`config.mk`:
```
export PLATFORM = sky130hd
export DESIGN_NAME = alu_issue_stage
export DESIGN_NICKNAME = d
export VERILOG_FILES = /design/src/rtl/alu_issue_stage.sv
export SDC_FILE = /design/constraint.sdc
export NUM_CORES = 1
export LEC_CHECK = 0
export CORE_MARGIN = 10
export CORE_UTILIZATION = 35
export CTS_CLUSTER_DIAMETER = 200
export DETAILED_ROUTE_END_ITERATION = 7
export PLACE_DENSITY = 0.76
export SLEW_MARGIN = 10
export SYNTH_ARGS = -nofsm -noshare
export SYNTH_HDL_FRONTEND = slang
export SYNTH_SLANG_ARGS = --single-unit
```
`constraint.sdc`:
```
create_clock -name clk -period 1.37 [get_ports clk]
set_input_delay 0.137 -clock clk [delete_from_list [all_inputs] [get_ports clk]]
set_output_delay 0.137 -clock clk [all_outputs]
set_load 0.02 [all_outputs]
```
`src/rtl/alu_issue_stage.sv`:
```
// alu_issue_stage: registers one ALU command, holds its operands stable for
// SETTLE_CYCLES clocks, then captures the ALU outputs and presents them
// downstream with a valid/ready handshake.
// Optional feature: define ALU_ISSUE_STATS_EN to enable the ops_done counter;
// without it ops_done is tied to zero.
module alu_issue_stage #(
  parameter int unsigned SETTLE_CYCLES = 2
) (
  input  logic        clk,
  input  logic        reset,
  input  logic        in_valid,
  output logic        in_ready,
  input  logic [2:0]  in_cmd,
  input  logic [31:0] in_a,
  input  logic [31:0] in_b,
  output logic [31:0] alu_a,
  output logic [31:0] alu_b,
  output logic [2:0]  alu_cmd,
  input  logic [31:0] alu_result,
  input  logic        alu_carryout,
  input  logic        alu_zero,
  input  logic        alu_overflow,
  output logic        out_valid,
  input  logic        out_ready,
  output logic [31:0] out_result,
  output logic        out_carryout,
  output logic        out_zero,
  output logic        out_overflow,
  output logic [2:0]  out_cmd,
  output logic [15:0] ops_done
);

  typedef enum logic [1:0] {IDLE, SETTLE, HOLD} state_t;

  state_t     state;
  logic [3:0] cnt;
  logic       arith_cmd;

  // Only ADD (0) and SUB (1) produce meaningful carry/overflow flags.
  assign arith_cmd = (alu_cmd[2:1] == 2'b00);

  // Issue FSM: accept in IDLE, wait out the settle time, hold result until taken.
  always_ff @(posedge clk) begin
    if (reset) begin
      state        <= IDLE;
      cnt          <= '0;
      in_ready     <= 1'b1;
      alu_a        <= '0;
      alu_b        <= '0;
      alu_cmd      <= '0;
      out_valid    <= 1'b0;
      out_result   <= '0;
      out_carryout <= 1'b0;
      out_zero     <= 1'b0;
      out_overflow <= 1'b0;
      out_cmd      <= '0;
    end else begin
      case (state)
        IDLE: begin
          if (in_valid && in_ready) begin
            alu_a    <= in_a;
            alu_b    <= in_b;
            alu_cmd  <= in_cmd;
            cnt      <= 4'(SETTLE_CYCLES);
            in_ready <= 1'b0;
            state    <= SETTLE;
          end
        end
        SETTLE: begin
          cnt <= cnt - 4'd1;
          if (cnt == 4'd1) begin
            out_result   <= alu_result;
            out_zero     <= alu_zero;
            out_carryout <= arith_cmd ? alu_carryout : 1'b0;
            out_overflow <= arith_cmd ? alu_overflow : 1'b0;
            out_cmd      <= alu_cmd;
            out_valid    <= 1'b1;
            state        <= HOLD;
          end
        end
        HOLD: begin
          // in_ready rises only after this edge, so no command can be
          // accepted in the same cycle the result is consumed.
          if (out_ready) begin
            out_valid <= 1'b0;
            in_ready  <= 1'b1;
            state     <= IDLE;
          end
        end
        default: begin
          state     <= IDLE;
          in_ready  <= 1'b1;
          out_valid <= 1'b0;
        end
      endcase
    end
  end

`ifdef ALU_ISSUE_STATS_EN
  // Count consumed results, saturating at all-ones.
  always_ff @(posedge clk) begin
    if (reset) begin
      ops_done <= '0;
    end else if (out_valid && out_ready && (ops_done != '1)) begin
      ops_done <= ops_done + 16'd1;
    end
  end
`else
  assign ops_done = '0;
`endif

endmodule
```
==> impl_metrics.csv <==
group,metric,value,unit
outcome,status,"finished with violations",
outcome,violations,"setup timing",
drt,drtIter0Drc,285,
cells_and_area,layout_commonest_cell,"nand2_1",
cts,cts_inserted_buffers,17,
worst_setup_path,rr_worst_depth,6,
place,numPortBuffers,212,
drt,avgRoutedWirePerCell,18.7,um
synth,synth_area_per_cell,8.13,sq um
place,place_congestion,0.756,
drt,via_per_inst,5.10,
global_routing,grt_max_degree,49,
floorplan,dieArea,17100,sq um
worst_setup_path,crit_fanout,5,
synth,ys_seq_elements,113,
cts,cts.sinks,113,
cells_and_area,nFillCells,1028,
drt,route.detailed.drc,0,
worst_hold_path,hold_class,"in -> reg",
floorplan,die_w,131,um
timing,setup_viol,44,
power_and_ir_drop,p_leak,3.30,nW
floorplan,fp.dieH,131,um
worst_setup_path,startpoint,"cnt[1]$_SDFFE_PP0P_",
worst_setup_path,critPathRequiredTime,1660,ps
timing,timing_max_transition_violations_final,0,
timing,finalCritPeriodShare,109,%
floorplan,start_util,35.7,%
timing,holdWs,198,ps
synth,syn-cell-area,4290,sq um
timing,rsz0062_at_grt,"yes",
cells_and_area,n_antenna_cell,0,
drt,vias,4662,
drt,drtPass1Iterations,5,
worst_setup_path,r2r_end,"out_cmd[2]$_SDFFE_PP0P_",
cells_and_area,fin_cells,915,
global_routing,grt_pass1_wl,23300,um
cells_and_area,fin_nets,863,
power_and_ir_drop,peakVddDrop,708,uV
cts,clk_root_buffer_cell,"clkbuf_16",
timing,tightestPinTransition,527,ps
flow_run,maxCapViolations,0,
cts,tritoncts,"built",
cells_and_area,final_cell_mix,"nand2_1 (126), dfxtp_1 (108), dlygate4sd2_1 (106), clkdlybuf4s50_1 (104), a21oi_1 (86)",
cts,clkSlewWorstSetupHoldPaths,50,ps
floorplan,core_area,12000,sq um
cts,cts_max_path_buffers,2,
drt,finalWirelength,17100,um
global_routing,grt_use_total,17.4,%
timing,fmax,0.668,GHz
synth,synth_cells,528,
worst_setup_path,worstPathArrival,1790,ps
timing,fin_crit,1500,ps
worst_setup_path,cp-end-kind,"flop",
synth,yosysUniqueCellTypes,30,
floorplan,io_pins,229,
timing,relSlewSlack,64.9,%
worst_setup_path,ff2ff_setup_slack,-130,ps
cts,cts_hold_buffers,0,
worst_setup_path,cp-start-kind,"flop",
place,place_inst,861,
synth,synth_warnings,0,
global_routing,grt_pass1_vias,4493,
cells_and_area,drive_gt1_share,18.2,%
worst_setup_path,critPathKind,"reg -> reg",
worst_setup_path,r2r_start,"cnt[1]$_SDFFE_PP0P_",
worst_hold_path,hold_depth,2,
cts,clk_latency,400,ps
timing,hold_viol,0,
worst_hold_path,worstHoldStart,"reset",
timing,final.setup.worst_slack,-127,ps
global_routing,antenna_found_initial,0,
cts,h-tree-depth,4,
place,hpwlAfterDp,10800,um
drt,ant_nets,0,
floorplan,fp-row-count,40,
place,post-place-ws,-280,ps
global_routing,overflow,0,
synth,seq_area_frac_synth,52.7,%
power_and_ir_drop,power_density,1300,nW/um^2
cells_and_area,area_delta_synth_final,78.1,%
worst_hold_path,whs_endpoint,"alu_cmd[2]$_SDFFE_PP0P_",
cells_and_area,utilization,63.7,%
timing,skew,4.27,ps
worst max-delay path, stage by stage, from the launching register on:
cell	delay [ps]
dfxtp_2	320
inv_2	70
ha_4	160
buf_4	120
or3b_4	450
o21ai_1	190
a21oi_2	70
cell usage after synthesis:
cell / count / area share [%]
xor2_1: 1 / 0.20
nand2_1: 138 / 12
buf_4: 23 / 4.0
a211oi_2: 1 / 0.29
buf_1: 4 / 0.35
or3b_4: 1 / 0.26
buf_6: 6 / 1.6
nand3b_1: 1 / 0.17
nor2b_1: 1 / 0.15
conb_1: 1 / 0.087
dfxtp_1: 113 / 53
a211o_1: 1 / 0.20
nand4_1: 2 / 0.29
nor4bb_1: 1 / 0.23
a21oi_1: 110 / 13
clkbuf_1: 14 / 1.2
o21ai_1: 10 / 1.2
nand4bb_1: 1 / 0.26
clkbuf_2: 2 / 0.23
nand3_1: 38 / 4.4
inv_1: 4 / 0.35
nor3_1: 3 / 0.35
nand2b_1: 1 / 0.15
or2_2: 1 / 0.15
nor2_1: 4 / 0.35
o21ai_0: 29 / 3.4
buf_2: 13 / 1.5
a22oi_1: 1 / 0.17
ha_1: 2 / 0.58
nor3b_2: 1 / 0.29
worst max-delay path by stage:
stage                                             end  slack, ps  cells past startpoint
after CTS                   out_carryout$_SDFFE_PP0P_       -110                      7
after global routing        out_overflow$_SDFFE_PP0P_       -190                      8
after detailed placement        alu_a[8]$_SDFFE_PP0P_       -280                      5
final                         out_cmd[2]$_SDFFE_PP0P_       -130                      6
after global placement         alu_a[18]$_SDFFE_PP0P_       -200                      5
after floorplan           out_result[24]$_SDFFE_PP0P_        -40                      7
report_power, final:
| part | total [W] | switching, W | internal (W) |
|---|---|---|---|
| Clock | 0.00446 | 0.00148 | 0.00298 |
| Combinational | 0.00193 | 0.00104 | 0.000887 |
| Sequential | 0.00358 | 0.000111 | 0.00347 |
final cells by class:
class / instances / area (sq um) / share of cell area (%)
Clock buffer: 21 / 470 / 6.15
Clock inverter: 11 / 135 / 1.77
Inverter: 4 / 15.0 / 0.196
Multi-Input combinational cell: 369 / 2050 / 26.7
Sequential cell: 113 / 2270 / 29.7
Tap cell: 147 / 184 / 2.40
Timing Repair Buffer: 250 / 2520 / 33.0
per-layer routing:
layer	track usage, %	part of all wire, %	vias up
li1	-	-	2201
met1	18.1	37	2199
met2	29.4	50	224
met3	8.42	10	38
met4	7.59	2.8	0
met5	0	0	-
through the flow:
step | area, sq um | total power (W) | setup TNS (ps)
after detailed placement | 6590 | 0.00533 | -19230
final | 7650 | 0.00998 | -3010
after global placement | 6590 | 0.00529 | -14420
after CTS | 7110 | 0.00975 | -2440
after floorplan | 4370 | 0.00449 | -653
after global routing | 7650 | 0.0104 | -6180
state kept, by name, summed over array words and instances (netlist names):
register,cells
out_cmd,3
state,2
out_valid,1
alu_b,32
alu_cmd,3
out_zero,1
out_overflow,1
out_result,32
alu_a,32
in_ready,1
out_carryout,1
cnt,4
timing repair:
item / in CTS / in global routing
gates resized for setup: 139 / 85
setup endpoints to repair: 205 / 102
buffers inserted: 1 / 6
cloned: 3 / 12
hold endpoints to repair: 0 / 0
pin swaps: 4 / 45
cell families (layout without fill, tap and decap cells):
logic type      Yosys count  after routing  share of synthesized area, %
simple gates            193            198                          19.1
compound gates          152            152                          18.0
flops                   113            113                          52.7
buf+inv                  66            286                          9.27
fa+ha+maj                 2              2                         0.583
other cells               1             16                        0.0873
xor+xnor                  1              1                         0.204
Power figures use the tool's default switching activity.
